$ cat config.mk
export PLATFORM = sky130hd
export DESIGN_NAME = seq_pattern_tx_flat
export DESIGN_NICKNAME = d
export VERILOG_FILES = /design/src/rtl/seq_tx_pkg.sv /design/src/rtl/seq_pattern_tx_if.sv /design/src/rtl/seq_pattern_tx_bit_period_timer.sv /design/src/rtl/seq_pattern_tx.sv /design/src/flat_wrapper.sv
export SDC_FILE = /design/constraint.sdc
export NUM_CORES = 1
export LEC_CHECK = 0
export CORE_UTILIZATION = 56
export DETAILED_ROUTE_END_ITERATION = 10
export PLACE_DENSITY_LB_ADDON = 0.12
export SYNTH_ARGS = -nofsm -noshare
export SYNTH_HDL_FRONTEND = slang
export SYNTH_SLANG_ARGS = --single-unit
$ cat constraint.sdc
create_clock -name clk -period 5.2 [get_ports clk]
set_clock_uncertainty 0.2 [all_clocks]
set_input_delay 1.04 -clock clk [delete_from_list [all_inputs] [get_ports clk]]
set_output_delay 1.04 -clock clk [all_outputs]
set_load 0.05 [all_outputs]
$ cat src/rtl/seq_tx_pkg.sv
// Shared types and defaults for the serial pattern transmitter.
// The default pattern is the sequence the on-chip detector looks for.
package seq_tx_pkg;

    localparam int DEF_PAT_W = 4;
    localparam int DEF_DIV_W = 8;
    localparam int DEF_REP_W = 4;

    localparam logic [3:0] DEF_PATTERN = 4'b1001;

    typedef enum logic [1:0] {
        IDLE  = 2'd0,
        SHIFT = 2'd1,
        DONE  = 2'd2
    } state_t;

endpackage

$ cat src/rtl/seq_pattern_tx_if.sv
// Control and serial-output bundle of the pattern transmitter.
// Handshake: start is a level request, accepted only at a clock edge where the transmitter is idle and abort is low.
interface seq_pattern_tx_if #(
    parameter int PAT_W = seq_tx_pkg::DEF_PAT_W,
    parameter int DIV_W = seq_tx_pkg::DEF_DIV_W,
    parameter int REP_W = seq_tx_pkg::DEF_REP_W
);
    logic             start;
    logic             abort;
    logic [PAT_W-1:0] pattern;
    logic [DIV_W-1:0] bit_div;
    logic [REP_W-1:0] repeat_n;
    logic             x_out;
    logic             bit_strobe;
    logic             busy;
    logic             done;
    logic [REP_W-1:0] rep_left;

    modport master (
        output start, abort, pattern, bit_div, repeat_n,
        input  x_out, bit_strobe, busy, done, rep_left
    );

    modport slave (
        input  start, abort, pattern, bit_div, repeat_n,
        output x_out, bit_strobe, busy, done, rep_left
    );
endinterface

$ cat src/rtl/seq_pattern_tx_bit_period_timer.sv
// Loadable down-counter that paces the bit period; tick is registered and
// marks the last cycle of each period.
module bit_period_timer #(
    parameter int DIV_W = seq_tx_pkg::DEF_DIV_W
) (
    input  logic             clk,
    input  logic             rst_n,
    input  logic             load,
    input  logic             en,
    input  logic [DIV_W-1:0] load_val,
    output logic             tick
);
    logic [DIV_W-1:0] count_q, count_d;
    logic [DIV_W-1:0] period_q, period_d;
    logic             tick_q, tick_d;

    always_comb begin
        count_d  = count_q;
        period_d = period_q;
        if (load) begin
            count_d  = load_val;
            period_d = load_val;
        end else if (en) begin
            count_d = (count_q == '0) ? period_q : count_q - 1'b1;
        end
        // tick only while running, so it drops as soon as the owner stops enabling
        tick_d = (load || en) && (count_d == '0);
    end

    always_ff @(posedge clk) begin
        if (!rst_n) begin
            count_q  <= '0;
            period_q <= '0;
            tick_q   <= 1'b0;
        end else begin
            count_q  <= count_d;
            period_q <= period_d;
            tick_q   <= tick_d;
        end
    end

    assign tick = tick_q;
endmodule

$ cat src/rtl/seq_pattern_tx.sv
// Serial pattern transmitter: shifts a latched pattern MSB-first for a number
// of back-to-back repetitions, pacing each bit with bit_period_timer.
module seq_pattern_tx
    import seq_tx_pkg::*;
#(
    parameter int PAT_W = DEF_PAT_W,
    parameter int DIV_W = DEF_DIV_W,
    parameter int REP_W = DEF_REP_W
) (
    input  logic                   clk,
    input  logic                   rst_n,
    seq_pattern_tx_if.slave        bus,
    output state_t                 dbg_state
);
    localparam int IDX_W = (PAT_W > 1) ? $clog2(PAT_W) : 1;

    state_t           state_q, state_d;
    logic [PAT_W-1:0] pat_q, pat_d;
    logic [IDX_W-1:0] idx_q, idx_d;
    logic [REP_W-1:0] rep_q, rep_d;
    logic             x_q, x_d;
    logic             busy_q, busy_d;
    logic             done_q, done_d;
    logic             tmr_load, tmr_en, tmr_tick;

    bit_period_timer #(.DIV_W(DIV_W)) u_timer (
        .clk      (clk),
        .rst_n    (rst_n),
        .load     (tmr_load),
        .en       (tmr_en),
        .load_val (bus.bit_div),
        .tick     (tmr_tick)
    );

    always_comb begin
        state_d  = state_q;
        pat_d    = pat_q;
        idx_d    = idx_q;
        rep_d    = rep_q;
        x_d      = x_q;
        busy_d   = busy_q;
        done_d   = 1'b0;
        tmr_load = 1'b0;
        tmr_en   = 1'b0;

        case (state_q)
            IDLE: begin
                x_d    = 1'b0;
                busy_d = 1'b0;
                rep_d  = '0;
                if (bus.start) begin
                    state_d  = SHIFT;
                    pat_d    = bus.pattern;
                    idx_d    = IDX_W'(PAT_W - 1);
                    rep_d    = (bus.repeat_n == '0) ? REP_W'(1) : bus.repeat_n;
                    x_d      = bus.pattern[PAT_W-1];
                    busy_d   = 1'b1;
                    tmr_load = 1'b1;
                end
            end
            SHIFT: begin
                tmr_en = 1'b1;
                if (tmr_tick) begin
                    if (idx_q != '0) begin
                        idx_d = idx_q - 1'b1;
                        x_d   = pat_q[idx_q - 1'b1];
                    end else if (rep_q > REP_W'(1)) begin
                        // next repetition starts on the very next cycle, no gap
                        rep_d = rep_q - 1'b1;
                        idx_d = IDX_W'(PAT_W - 1);
                        x_d   = pat_q[PAT_W-1];
                    end else begin
                        state_d = DONE;
                        x_d     = 1'b0;
                        busy_d  = 1'b0;
                        rep_d   = '0;
                        done_d  = 1'b1;
                        tmr_en  = 1'b0;
                    end
                end
            end
            DONE: begin
                state_d = IDLE;
                x_d     = 1'b0;
                busy_d  = 1'b0;
                rep_d   = '0;
            end
            default: begin
                state_d = IDLE;
                x_d     = 1'b0;
                busy_d  = 1'b0;
                rep_d   = '0;
            end
        endcase

        // abort wins over everything, including a simultaneous start
        if (bus.abort) begin
            state_d  = IDLE;
            x_d      = 1'b0;
            busy_d   = 1'b0;
            done_d   = 1'b0;
            rep_d    = '0;
            tmr_load = 1'b0;
            tmr_en   = 1'b0;
        end
    end

    always_ff @(posedge clk) begin
        if (!rst_n) begin
            state_q <= IDLE;
            pat_q   <= PAT_W'(DEF_PATTERN);
            idx_q   <= '0;
            rep_q   <= '0;
            x_q     <= 1'b0;
            busy_q  <= 1'b0;
            done_q  <= 1'b0;
        end else begin
            state_q <= state_d;
            pat_q   <= pat_d;
            idx_q   <= idx_d;
            rep_q   <= rep_d;
            x_q     <= x_d;
            busy_q  <= busy_d;
            done_q  <= done_d;
        end
    end

    assign bus.x_out      = x_q;
    assign bus.bit_strobe = tmr_tick;
    assign bus.busy       = busy_q;
    assign bus.done       = done_q;
    assign bus.rep_left   = rep_q;
    assign dbg_state      = state_q;
endmodule
$ cat src/flat_wrapper.sv
// flat-port wrapper written by rule: the top's interface ports become plain ports
module seq_pattern_tx_flat import seq_tx_pkg::*;
#(
    parameter int PAT_W = DEF_PAT_W,
    parameter int DIV_W = DEF_DIV_W,
    parameter int REP_W = DEF_REP_W
)
  (clk, rst_n, dbg_state, bus_start, bus_abort, bus_pattern, bus_bit_div, bus_repeat_n, bus_x_out, bus_bit_strobe, bus_busy, bus_done, bus_rep_left);
  seq_pattern_tx_if #(.PAT_W(PAT_W), .DIV_W(DIV_W), .REP_W(REP_W)) bus_i ();
  input  logic clk;
  input  logic rst_n;
  output state_t dbg_state;
  input wire logic [$bits(bus_i.start)-1:0] bus_start;
  input wire logic [$bits(bus_i.abort)-1:0] bus_abort;
  input wire logic [$bits(bus_i.pattern)-1:0] bus_pattern;
  input wire logic [$bits(bus_i.bit_div)-1:0] bus_bit_div;
  input wire logic [$bits(bus_i.repeat_n)-1:0] bus_repeat_n;
  output wire logic [$bits(bus_i.x_out)-1:0] bus_x_out;
  output wire logic [$bits(bus_i.bit_strobe)-1:0] bus_bit_strobe;
  output wire logic [$bits(bus_i.busy)-1:0] bus_busy;
  output wire logic [$bits(bus_i.done)-1:0] bus_done;
  output wire logic [$bits(bus_i.rep_left)-1:0] bus_rep_left;
  assign bus_i.start = bus_start;
  assign bus_i.abort = bus_abort;
  assign bus_i.pattern = bus_pattern;
  assign bus_i.bit_div = bus_bit_div;
  assign bus_i.repeat_n = bus_repeat_n;
  assign bus_x_out = bus_i.x_out;
  assign bus_bit_strobe = bus_i.bit_strobe;
  assign bus_busy = bus_i.busy;
  assign bus_done = bus_i.done;
  assign bus_rep_left = bus_i.rep_left;
  seq_pattern_tx #(.PAT_W(PAT_W), .DIV_W(DIV_W), .REP_W(REP_W)) u_core (.clk(clk), .rst_n(rst_n), .bus(bus_i), .dbg_state(dbg_state));
endmodule
* Yosys cells after proc, flatten, opt, wreduce, memory -nomap -nowiden
Cells that the tools add are included.
Cells by class: div/mod/pow operators 0, shifts and indexed selects 0, bitwise gates (word level) 3, reductions and logical operators 15, mux-type cells 39, $mul 0, $add $sub $neg 3, equality and inequality tests 6, $lt $le $gt $ge 2
Operators by type and width (number):
- two-way mux 8 bit | 3
- two-way mux 4 bit | 5
- two-way mux 1 bit | 17
- zero test 8 bit | 2
- two-way mux 2 bit | 8
- != test 2 bit, second input constant | 4
- one-hot mux 2 bit (2 select lines) | 2
- one-hot mux 4 bit (2 select lines) | 1
- AND reduction 4 bit | 2
- subtractor 8 x 1 -> 8 bit, second input constant | 1
- OR reduction 5 bit | 1
- > comparator 4 x 1 -> 1 bit, second input constant | 1
- zero test 4 bit | 1
- one-hot mux 1 bit (2 select lines) | 2
- AND reduction 2 bit | 2
- nonzero test 2 bit | 2
- subtractor 4 x 1 -> 4 bit, second input constant | 1
- < comparator 2 x 3 -> 1 bit, second input constant | 1
- != test 3 x 1 -> 1 bit, second input constant | 1
- inverter 1 bit | 3
- AND reduction 3 bit | 1
- binary-select mux 1 bit (select 2 bit) | 1
- == test 2 x 1 -> 1 bit, second input constant | 1
- zero test 2 bit | 1
- other kinds (4) | 4
Word-level totals: bits of input ports 20, RAM bits 0, bits in read-only memories 0, register bits 32, output and inout port bits 10, bits in latches 0, memories 0

* Depth between registers and ports, before layout
Gate-level depths: netlist of run 1.
depth in word-level cells 10, depth in mapped cells 8, mapped depth without buffers 8

* Hierarchy
A second synthesis of run 1 with hierarchy kept.
Second synthesis, totals: cells, all modules 200, area, all modules 1754.2 um2
By module, submodules not included:
- bit_period_timer | area an instance 967.2 um2, sequential area each 340.3 um2, times used 1, cells an instance 105
- seq_pattern_tx | area an instance 787.0 um2, sequential area each 300.3 um2, times used 1, cells an instance 95

* Least setup slack after synthesis of run 1
No wires, ideal clock.
path kind input to register, start input bus_start, end register u_core.u_timer.tick_q (netlist: u_core.u_timer.tick), buffers on the path 2, required time 4912 ps, path slack 2666 ps, setup time 88 ps, stages 7, arrival 2246 ps, cell sequence or3b_1 > clkbuf_1 > nor2_1 > buf_2 > a22o_1 > nand4b_1 > nor4_2
Between the ends: longest elaborated chain between the ends 6, elaborated cells on any way between the ends 7, classes of those cells mux: 4; reduce/logical: 3
Ends and longest elaborated chain:
- start: declaration | RTL line flat_wrapper.sv:13 | input wire logic [$bits(bus_i.start)-1:0] bus_start;
- two-way mux 1 bit (*) | RTL line seq_pattern_tx.sv:51 | if (bus.start) begin
- two-way mux 1 bit (*) | RTL line seq_pattern_tx.sv:46 | case (state_q)
- two-way mux 1 bit (*) | RTL line seq_pattern_tx.sv:97 | if (bus.abort) begin
- two-way mux 8 bit | RTL line seq_pattern_tx_bit_period_timer.sv:20 | if (load) begin
- zero test 8 bit | RTL line seq_pattern_tx_bit_period_timer.sv:27 | tick_d = (load || en) && (count_d == '0);
- logical AND 1 bit (*) | RTL line seq_pattern_tx_bit_period_timer.sv:27
- end signal: assignment | RTL line seq_pattern_tx_bit_period_timer.sv:38 | tick_q <= tick_d;
- end: declaration | RTL line seq_pattern_tx_bit_period_timer.sv:15 | logic tick_q, tick_d;
Mark *: on every way between the ends. The rest lies on a longest branch, timed or not. A chain may end at the register's enable or synchronous reset.

* Worst setup path after layout of run 1
Same ends and word-level chain as after synthesis.

==> qor.txt, run 1 <==
Critical path's top delay family - simple AND/OR/NAND/NOR gates
Post-synth top cells - nand2_1 (38), dfxtp_1 (32), nor2_1 (19)
Max Buffers Root-to-Sink - 2
Clock Pin Slew Worst Setup and Hold Paths - 0.10 ns
Synth top area share - 37.5%
Gr usage total - 30.1%
Crit-path cells - clkdlybuf4s50_1, or3b_1, nor2_1, and2_1, a221oi_1, nand2_1, nor4_2
Synth Flop Type - dfxtp_1
Post-Syn Nets - 239
Slowest CP cell - nor2_1
Total CTS buffers - 5
Die height - 57.2 um
I/O pins - 30
Status - finished with violations
Lkg Pwr - 0.784 nW
Post-route ant nets - 0
DRT Pass-1 Iters - 8
Largest stage delay, worst path - 0.58 ns
Most frequent cell after synthesis - nand2_1
Worst path arrival time - 3.04 ns
Multiplexer share of the synthesized area - 1.90%
Failing checks - DRC
Largest family of logic cells by synthesized area - simple AND/OR/NAND/NOR gates
Hold_buf cts - 0
Initial antenna violation count - 0
First-pass GRT wire length - 7560 um
Vias - 1,765
Synth Area in Simple Gates - 27.6%
CTS H-tree lvls - 2
Row count - 19
Worst VDD drop - 234 uV
Post-synthesis cell type count - 48
Part of the Yosys area used for sequential elements - 37.5%
PwrDens - 305 nW/um^2
Largest net degree at the start of global routing - 19
Synth-to-Final Area Change - 23.4%
Clock Tree Root - clkbuf_4
Initial Util - 60.4%
Post-synthesis adder-cell area fraction - 3.66%
# resized after CTS - 0
Sink Count - 32
Crit path launch type - input port
Wirelength per Cell - 16.1 um
Leading area contributor after synthesis - dfxtp_1
Ranking of synthesized cells by area - dfxtp_1 (38%), nand2_1 (8.4%), a21oi_1 (5.3%), nor2_1 (4.2%), ha_1 (3.7%)
Worst Hold Class - register to register
Ant. Diodes - 0
Max Clk Rate - 333 MHz
Slew of the pin with the lowest slew margin - 0.699 ns
Syn Area/Cell - 7.98 sq um
Post-CTS Setup Inserts - 0
Worst-path maximum fanout - 12
EDFF count, synth - 0
Die ar. - 3270 sq um
Initial detailed-routing violation count - 94
GPL Wtd Cong - 0.887
Clk_lat worst skew - 0.34 ns
Core area - 2830 sq um
Remaining global-route overflow - 0
Post-detail-place hpwl - 3210 um
Critical path class - input port to register
Vias in the first global route - 1,675
Cells after Synth - 214
Final worst-path cycle share - 57.7%
Layout cells sized above 1 - 7.35%
Final hold violations - 0
DRT Wirelength - 4440 um
Post-synth ARST share - 0%
CP Capture Type - register
Fin util - 74.5%
Required @ worst endpoint - 5.24 ns
Clock period minus final worst setup slack - 3.00 ns
Port bufs - 29
Critical path buffers and inverters - 1
Post-synthesis compound-gate area fraction - 24.2%
Die Span X - 57.2 um
Synth warn - 0
Final nets - 269
Post-DR vias/cell - 6.39
Xor/xnor share of the synthesized area - 1.54%
Unrepaired setup endpoints after global routing - false
CTS tree - built
Flops & latches, synth - 32
Cell Area, Synth - 1710 sq um
Slew Limit Headroom - 53.3%
Final Max Slew Viols - 0
WHS - 0.266 ns
Max-Cap Viols - 0
Final TNS setup - 0 ns
# DRC - 1
Finish-stage setup viols - 0
==> path summary, 6_finish.rpt <==
path                                                 start                          to  slack, ns  cells past startpoint
worst max-delay path                             bus_start         u_core.u_timer.tick       2.20                      7
worst min-delay path            u_core.u_timer.period_q[1]  u_core.u_timer.period_q[1]       0.27                      2
worst max register to register             u_core.idx_q[0]         u_core.u_timer.tick       2.67                      8
worst min register to register  u_core.u_timer.period_q[1]  u_core.u_timer.period_q[1]       0.27                      2
==> area by class of cell <==
type,count,area (sq um)
fill,226,721
clock buffer,7,65.1
timing repair buffer,30,298
tap,31,38.8
multi-input combinational,167,1010
inverter,8,30.0
clock inverter,1,30.0
sequential,32,641
==> worst min-delay path, cell delays in order (launching register included) <==
cell	delay (ns)
dfxtp_1	0.32
nand2_1	0.05
a21oi_1	0.05
==> metrics by stage <==
| step | instances | setup slack (ns) | area [sq um] | total power, W |
|---|---|---|---|---|
| 2_1_floorplan | 214 | 2.67 | 1710 | 0.000382 |
| 3_3_place_gp | 268 | 1.98 | 2010 | 0.000421 |
| 3_5_place_dp | 268 | 1.86 | 2010 | 0.000426 |
| 4_1_cts | 276 | 2.22 | 2110 | 0.000640 |
| 5_1_grt | 276 | 2.08 | 2110 | 0.000670 |
| 6_report | 276 | 2.20 | 2110 | 0.000642 |
==> registers in the layout, summed over array words and instances (netlist names) <==
name                     count
u_core.bus.x_out             1
u_core.u_timer.count_q       8
u_core.u_timer.tick          1
u_core.bus.rep_left          4
u_core.pat_q                 4
u_core.idx_q                 2
u_core.bus.done              1
u_core.dbg_state             2
u_core.u_timer.period_q      8
u_core.bus.busy              1
==> power by group <==
| part | leakage (nW) | total (W) | switching [W] | internal [W] |
|---|---|---|---|---|
| Sequential | 0.262 | 0.000275 | 0.0000160 | 0.000259 |
| Combinational | 0.470 | 0.000150 | 0.0000845 | 0.0000652 |
| Clock | 0.0515 | 0.000218 | 0.0000899 | 0.000128 |
| Total | 0.784 | 0.000642 | 0.000190 | 0.000452 |
==> logic make-up (layout without fill, tap and decap cells) <==
| group | Yosys count | in the layout |
|---|---|---|
| flops | 32 | 32 |
| mux | 2 | 2 |
| simple gates | 97 | 97 |
| buf+inv | 15 | 46 |
| xor+xnor | 3 | 3 |
| compound gates | 60 | 60 |
| fa+ha+maj | 5 | 5 |
==> placed cells by master, fill, tap and decap left out, types with 2 or more instances in the layout <==
cell | netlist | routed
nand2_1 | 38 | 38
dfxtp_1 | 32 | 32
clkdlybuf4s50_1 | 0 | 29
nor2_1 | 19 | 19
a21oi_1 | 18 | 18
nor3_1 | 12 | 12
o21ai_0 | 8 | 8
inv_1 | 7 | 7
nand2b_1 | 7 | 7
a31oi_1 | 6 | 6
nand3_1 | 5 | 5
ha_1 | 5 | 5
clkbuf_4 | 0 | 5
a211oi_1 | 4 | 4
a22oi_1 | 4 | 4
and2_1 | 3 | 3
a32oi_1 | 2 | 2
or3_1 | 2 | 2
nor4_1 | 2 | 2
o211ai_1 | 2 | 2
xor2_1 | 2 | 2
a221oi_1 | 2 | 2
o31a_1 | 2 | 2
a21boi_0 | 2 | 2
clkbuf_8 | 0 | 2
==> per-layer routing <==
layer / GRT usage (%) / wire length [um] / vias up
li1: - / - / 833
met1: 39.3 / 1890 / 840
met2: 49.1 / 2130 / 80
met3: 6.58 / 353 / 12
met4: 10.8 / 68 / 0
met5: 0 / 0 / -
Power figures use the tool's default switching activity.
==> run 2: changes to the inputs <==
CORE_UTILIZATION = 47   (was 56)
clock period = 2.66 ns   (was 5.2 ns; I/O delays follow)
==> qor.txt, run 2 (synthesis results as in run 1) <==
Worst Hold Class - register to register
Die ar. - 3880 sq um
Critical path buffers and inverters - 1
Footprint of the multi-input gates - 1010 sq um
Crit path launch type - register
DRT Wirelength - 4340 um
Lkg Pwr - 0.809 nW
Commonest non-fill, non-tap cell in the layout - nand2_1
Largest stage delay, worst path - 0.85 ns
Sink Count - 32
Largest net degree at the start of global routing - 15
Fin util - 63.0%
Max-Cap Viols - 0
Total CTS buffers - 5
Final hold violations - 0
Max Clk Rate - 422 MHz
DP Area - 2090 sq um
Largest registers - u_core.u_timer.count_q (8), u_core.u_timer.period_q (8)
Layout cells sized above 1 - 10.3%
Initial Util - 50.0%
PwrDens - 530 nW/um^2
Design area - 2150 sq um
CTS tree - built
Slew of the pin with the lowest slew margin - 0.496 ns
CTS H-tree lvls - 2
Most frequent cells in the layout - nand2_1 (38), dfxtp_1 (32), clkdlybuf4s50_1 (29)
Post-route ant nets - 0
Critical path's top delay family - buffers and inverters
Fillcell total - 326
Core area - 3420 sq um
Remaining global-route overflow - 0
Final TNS setup - 0 ns
# DRC - 0
Max Buffers Root-to-Sink - 2
I/O pins - 30
DRT Pass-1 Iters - 4
CP Capture Type - primary output
WHS - 0.265 ns
Clock Pin Slew Worst Setup and Hold Paths - 0.10 ns
Finish-stage setup viols - 0
Ant. Diodes - 0
Worst-path maximum fanout - 6
Final Max Slew Viols - 0
Initial detailed-routing violation count - 64
Post-detail-place hpwl - 3170 um
Critical path class - register to primary output
Row count - 21
Die height - 62.3 um
Reg area - 641 sq um
Clk_lat worst skew - 0.34 ns
Clock Tree Root - clkbuf_4
Required @ worst endpoint - 1.93 ns
Status - finished clean
Worst path arrival time - 1.64 ns
Port bufs - 29
Initial antenna violation count - 0
Vias in the first global route - 1,585
Vias - 1,703
Slew Limit Headroom - 66.9%
Clock period minus final worst setup slack - 2.37 ns
Hold_buf cts - 0
Final nets - 277
Die Span X - 62.3 um
Post-DR vias/cell - 5.70
GPL Wtd Cong - 0.851
First-pass GRT wire length - 7310 um
Crit-path cells - clkdlybuf4s50_1
Gr usage total - 24.0%
Worst VDD drop - 353 uV
Unrepaired setup endpoints after global routing - false
# resized after CTS - 0
Slowest CP cell - clkdlybuf4s50_1
Synth-to-Final Area Change - 26.1%
Final worst-path cycle share - 89.1%
Post-CTS Setup Inserts - 0
Wirelength per Cell - 14.5 um
-- run 2: cell types whose count changed in the layout (fill, tap and decap cells not counted) --
cell / delta
clkbuf_8: -1
bufinv_16: -1
buf_4: +8
clkinv_2: +2
-- run 2: path summary, 6_finish.rpt --
path	to	cells after the start	from	slack, ns
setup / recovery	bus_rep_left[2]	1	u_core.bus.rep_left[2]	0.29
hold / removal	u_core.pat_q[1]	2	u_core.pat_q[1]	0.27
setup reg to reg	u_core.u_timer.tick	8	u_core.bus.rep_left[0]	0.31
hold reg to reg	u_core.pat_q[1]	2	u_core.pat_q[1]	0.27
-- run 2: routing by layer --
| layer | global-route usage (%) | routed length (um) |
|---|---|---|
| met3 | 4.96 | 193 |
| met4 | 10.2 | 99 |
| met5 | 0 | 0 |
| met1 | 33.2 | 2180 |
| met2 | 36.0 | 1870 |
-- run 2: metrics by stage --
step	setup slack, ns	cells	power [W]
after floorplan	0.188	214	0.000746
after global placement	0.234	291	0.000849
after detailed placement	0.193	291	0.000850
after CTS	0.264	299	0.00114
after global routing	0.107	299	0.00121
final	0.290	299	0.00114
-- run 2: final cells by class --
| type | count | area share (%) |
|---|---|---|
| multi-input cells | 167 | 46.7 |
| flip-flops and latches | 32 | 29.8 |
| repair buffers | 38 | 16.6 |
| well taps | 46 | 2.67 |
| clock buffers | 6 | 2.38 |
| inverters | 8 | 1.39 |
| clock inverters | 2 | 0.465 |
-- run 2: where the power goes --
part / internal, W / switching [W] / leakage, nW
clock: 0.000126 / 0.000171 / 0.0380
sequential: 0.000506 / 0.0000298 / 0.262
combinational: 0.000140 / 0.000168 / 0.509
==> run 3: changes to the inputs <==
CORE_MARGIN = 2   (was not set)
==> qor.txt, run 3 (synthesis results as in run 1) <==
Slowest CP cell - clkdlybuf4s50_1
Clk_lat worst skew - 0.34 ns
Sw Share - 30.7%
# DRC - 0
Final hold violations - 0
Status - finished clean
Crit-path cells - clkdlybuf4s50_1
Psw - 0.000373 W
Clock period minus final worst setup slack - 2.41 ns
Max Buffers Root-to-Sink - 2
Initial Util - 50.0%
Finish-stage setup viols - 0
Sequential share of power - 44.1%
Final nets - 276
I/O pins - 30
Port bufs - 29
Reg area - 641 sq um
Slew Limit Headroom - 66.4%
Initial antenna violation count - 0
Largest stage delay, worst path - 0.86 ns
FF-to-FF path depth - 8
Worst Hold Class - register to register
Max Clk Rate - 415 MHz
Vias in the first global route - 1,581
DRT Wirelength - 4340 um
# resized after CTS - 0
Clock Pin Slew Worst Setup and Hold Paths - 0.11 ns
Worst VDD drop - 359 uV
Die Span X - 64.3 um
Unrepaired setup endpoints after global routing - false
GPL Wtd Cong - 0.875
PwrDens - 562 nW/um^2
Largest registers - u_core.u_timer.count_q (8), u_core.u_timer.period_q (8)
Total CTS buffers - 5
Final TNS setup - 0 ns
CTS H-tree lvls - 2
Gr usage total - 23.2%
Post-DR vias/cell - 5.64
Remaining global-route overflow - 0
Vias - 1,682
Footprint of the multi-input gates - 1010 sq um
Worst-path maximum fanout - 6
Internal - 0.000842 W
Core area - 3420 sq um
CP Depth - 1
Hold_buf cts - 0
First-pass GRT wire length - 7530 um
Largest net degree at the start of global routing - 19
Slew of the pin with the lowest slew margin - 0.503 ns
Fillcell total - 318
Logic pwr share - 25.3%
Ant. Diodes - 0
Final Instance Count excl. Fillers - 298
Initial detailed-routing violation count - 158
Critical path buffers and inverters - 1
Post-route ant nets - 0
CTS tree - built
Crit path launch type - register
Sink Count - 32
Pre-CTS setup slack - 0.138 ns
Die ar. - 4130 sq um
Most frequent cells in the layout - nand2_1 (38), dfxtp_1 (32), clkdlybuf4s50_1 (29)
Fin worst setup slack - 0.252 ns
Design area - 2160 sq um
DP Area - 2080 sq um
DRT Pass-1 Iters - 5
Post-detail-place hpwl - 3200 um
Worst path arrival time - 1.68 ns
Post-CTS Setup Inserts - 0
Clock Tree Root - clkbuf_4
Critical path class - register to primary output
Wirelength per Cell - 14.5 um
Critical path's top delay family - buffers and inverters
Final Max Slew Viols - 0
CP Capture Type - primary output
Layout cells sized above 1 - 9.52%
Lkg Pwr - 0.808 nW
Row count - 21
Worst hold path cell count - 2
Die height - 64.3 um
Max-Cap Viols - 0
Required @ worst endpoint - 1.93 ns
Clk pwr share - 30.6%
Commonest non-fill, non-tap cell in the layout - nand2_1
Synth-to-Final Area Change - 26.5%
Final worst-path cycle share - 90.5%
Placed cell count - 290
==> run 3: cell types whose count changed in the layout (fill, tap and decap cells not counted) <==
| cell | previous run | this run |
|---|---|---|
| clkinv_2 | 2 | 1 |
| buf_4 | 9 | 8 |
| bufinv_16 | 0 | 1 |
| clkbuf_1 | 0 | 1 |
| clkbuf_8 | 1 | 0 |
==> run 3: area by class of cell <==
cell class / count / share of cell area [%]
sequential: 32 / 29.6
timing repair buffer: 37 / 16.2
multi-input combinational: 167 / 46.6
clock inverter: 2 / 1.62
clock buffer: 6 / 1.91
inverter: 8 / 1.39
tap: 46 / 2.66
==> run 3: power groups by stage <==
stage | registers, W | logic, W | clock network, W
final | 0.000536 | 0.000307 | 0.000372
after global routing | 0.000540 | 0.000339 | 0.000399
after CTS | 0.000535 | 0.000305 | 0.000375
after detailed placement | 0.000546 | 0.000304 | 0
after global placement | 0.000546 | 0.000301 | 0
after floorplan | 0.000555 | 0.000191 | 0
==> run 3: final timing paths <==
| path | from | to | slack, ns |
|---|---|---|---|
| setup / recovery | u_core.u_timer.tick | bus_bit_strobe | 0.25 |
| hold / removal | u_core.u_timer.period_q[7] | u_core.u_timer.period_q[7] | 0.26 |
| setup reg to reg | u_core.u_timer.count_q[0] | u_core.u_timer.tick | 0.32 |
| hold reg to reg | u_core.u_timer.period_q[7] | u_core.u_timer.period_q[7] | 0.26 |
==> run 3: stage by stage <==
| step | util [%] | hold slack [ns] | power, W |
|---|---|---|---|
| after CTS | 63.3 | 0.263 | 0.00122 |
| after floorplan | - | 0.233 | 0.000746 |
| after global placement | 61.0 | 0.245 | 0.000847 |
| after global routing | 63.3 | 0.279 | 0.00128 |
| final | 63.3 | 0.261 | 0.00122 |
| after detailed placement | 61.0 | 0.249 | 0.000849 |
==> run 3: tightest hold or removal path: stages, from the launching register on <==
cell and delay, ns:
dfxtp_1 0.32, nand2_1 0.05, a21oi_1 0.05
==> run 3: per-layer routing <==
| layer | vias to the layer above | share of wire, % | GRT usage, % |
|---|---|---|---|
| met5 | - | 0 | 0 |
| met4 | 0 | 1.9 | 9.04 |
| met3 | 8 | 6.1 | 5.11 |
| met2 | 49 | 44 | 34.5 |
| met1 | 778 | 48 | 32.6 |
| li1 | 847 | - | - |
==> RTL change: new RTL, flow settings as in run 3 <==
`DEF_REP_W`: 4 -> 5.
--- a/src/rtl/seq_tx_pkg.sv
+++ b/src/rtl/seq_tx_pkg.sv
@@ -6,3 +6,3 @@
     localparam int DEF_DIV_W = 8;
-    localparam int DEF_REP_W = 4;
+    localparam int DEF_REP_W = 5;
 
Interface: changed (resized bus_rep_left and bus_repeat_n); port bits go from 30 to 32. No check against the original RTL was run, so the function may have changed too.
==> RTL change against run 3 <==
- worst setup slack lost 0.12 ns
- sequential cell count grew 1
- first-iteration DRC count shrank 19%
- final area grew 10%
- wire length grew 7.8%
- area after synthesis grew 11%
- power grew 3.2%
- critical endpoint is now dbg_state[0]
==> RTL change: results (changes against run 3) <==
metric;value;unit;change
outcome;completed;;
post-dp-hpwl;3.590;mm;+12%
grt_start_max_net_pins;16;;-3
grtUsageTotal;23.03;%;-0.19 points
global_route.usage.met3;4.667;%;-0.44 points
total_leakage_power;0.9278;nW;+15%
via_count_of_the_first_global_routing_pass;1692;;+7.0%
timing.critical_path.fanout_max;14;;+8
gp_congestion;0.8207;;-6.2%
max-slew-margin-rel;66.34;%;about the same
route.final.wire_length;4.671;mm;+7.8%
grt_antenna_before_repair;0;;unchanged
initialDrtViolationCount;128;;-19%
worst_path_largest_cell_delay;0.89;ns;+0.03 ns
cpMaxStageDelayCell;sky130_fd_sc_hd__clkdlybuf4s50_1;;
post_cts_setup_driven_buffer_insertion_count;0;;unchanged
cts.path.max_buffers;2;;unchanged
layout-drive-gt1-share;10.95;%;+1.4 points
root_driver;sky130_fd_sc_hd__clkbuf_8;;
avgSynthCellArea;7.883;um2;-1.2%
path_class_of_the_lowest_slack_min_delay_path;register to register;;
synth_area_leaders;sky130_fd_sc_hd__dfxtp_1 35%, sky130_fd_sc_hd__nand2_1 8.1%, sky130_fd_sc_hd__a21oi_1 5.6%;;
clkSlewWorstSetupHoldPaths;0.07;ns;-0.04 ns
htree_num_levels;2;;unchanged
num_antenna_cells;0;;unchanged
met1_global_route_usage;28.79;%;-3.8 points
ys_async_sr_fraction;0;%;unchanged
first_pass_grt_wire_length;7.886;mm;+4.7%
place.detailed.instances;325;;+12%
global_route.usage.met2;39.98;%;+5.5 points
critPathTopFamily;buffers and inverters;;
leading_register_cell_type_out_of_synthesis;sky130_fd_sc_hd__dfxtp_1;;
syn_nets;266;;+11%
place.port_buffers;31;;+6.9%
post_synth_most_frequent_cells;41 x sky130_fd_sc_hd__nand2_1, 33 x sky130_fd_sc_hd__dfxtp_1, 21 x sky130_fd_sc_hd__a21oi_1;;
dpl_worst_slack;-0.1085;ns;-0.2461 ns
vias_per_cell;5.532;;-2.0%
via_count;1842;;+9.5%
power_report.internal_total;860.7;uW;+2.2%
cts_made_buffers;5;;unchanged
netlist-cell-type-count;52;;+8.3%
n_fill_cell;367;;+15%
yosysMostFrequentCell;sky130_fd_sc_hd__nand2_1;;
cts_repair_resize_count;0;;unchanged
setup.worst_path.start_class;register;;
vdd_ir_drop_max;0.0003049;V;-15%
worst_skew_pair.late_latency;0.28;ns;-0.06 ns
synth_warnings;0;;unchanged
placed_cell_area;2305;um2;+11%
num-nets-final;308;;+12%
seq_area_frac_synth;34.92;%;-2.6 points
drt_pass1_iterations;4;;-1
RTL change: power groups by stage:
stage	Clock (mW)	Combinational, mW	Sequential [mW]
6_report	0.367	0.338	0.549
5_1_grt	0.397	0.374	0.553
4_1_cts	0.376	0.338	0.548
3_5_place_dp	0	0.336	0.560
3_3_place_gp	0	0.334	0.559
2_1_floorplan	0	0.220	0.571
RTL change: worst reg2reg max path, cell delays in order, from the launching register on:
cell	delay, ns
sky130_fd_sc_hd__dfxtp_1	0.31
sky130_fd_sc_hd__inv_1	0.12
sky130_fd_sc_hd__ha_1	0.24
sky130_fd_sc_hd__or3b_1	0.43
sky130_fd_sc_hd__or2_0	0.29
sky130_fd_sc_hd__buf_4	0.17
sky130_fd_sc_hd__nor2_1	0.11
sky130_fd_sc_hd__a21oi_1	0.08
sky130_fd_sc_hd__o31ai_1	0.22
sky130_fd_sc_hd__and4_1	0.21
RTL change: kinds of logic after synthesis:
logic type | share of synthesized area (%)
AO/OA/AOI/OAI | 21.36
XOR/XNOR | 1.852
adder cells (fa/ha/maj) | 3.307
buffers and inverters | 4.827
flip-flops | 34.92
multiplexers | 1.720
AND/OR/NAND/NOR | 32.01
RTL change: layout make-up:
type                       count  area [um2]  area share, %
multi-input combinational    189        1140          47.75
sequential                    33       660.6          27.67
timing repair buffer          44       407.9          17.09
clock buffer                   6       72.57          3.040
tap                           50       62.56          2.621
inverter                       9       33.78          1.415
clock inverter                 2       10.01         0.4193
RTL change: per-layer routing:
layer | up-vias | wire [um]
met5 | - | 0
met2 | 39 | 2306
met1 | 861 | 2119
met3 | 6 | 191
met4 | 0 | 53
li1 | 936 | -
RTL change: worst paths after layout:
path	startpoint	end	slack, ns	cells past startpoint
worst max-delay path	u_core.dbg_state[0]	dbg_state[0]	0.13	1
worst min-delay path	u_core.u_timer.period_q[4]	u_core.u_timer.period_q[4]	0.26	2
worst max register to register	u_core.u_timer.count_q[0]	u_core.u_timer.tick	0.21	9
worst min register to register	u_core.u_timer.period_q[4]	u_core.u_timer.period_q[4]	0.26	2
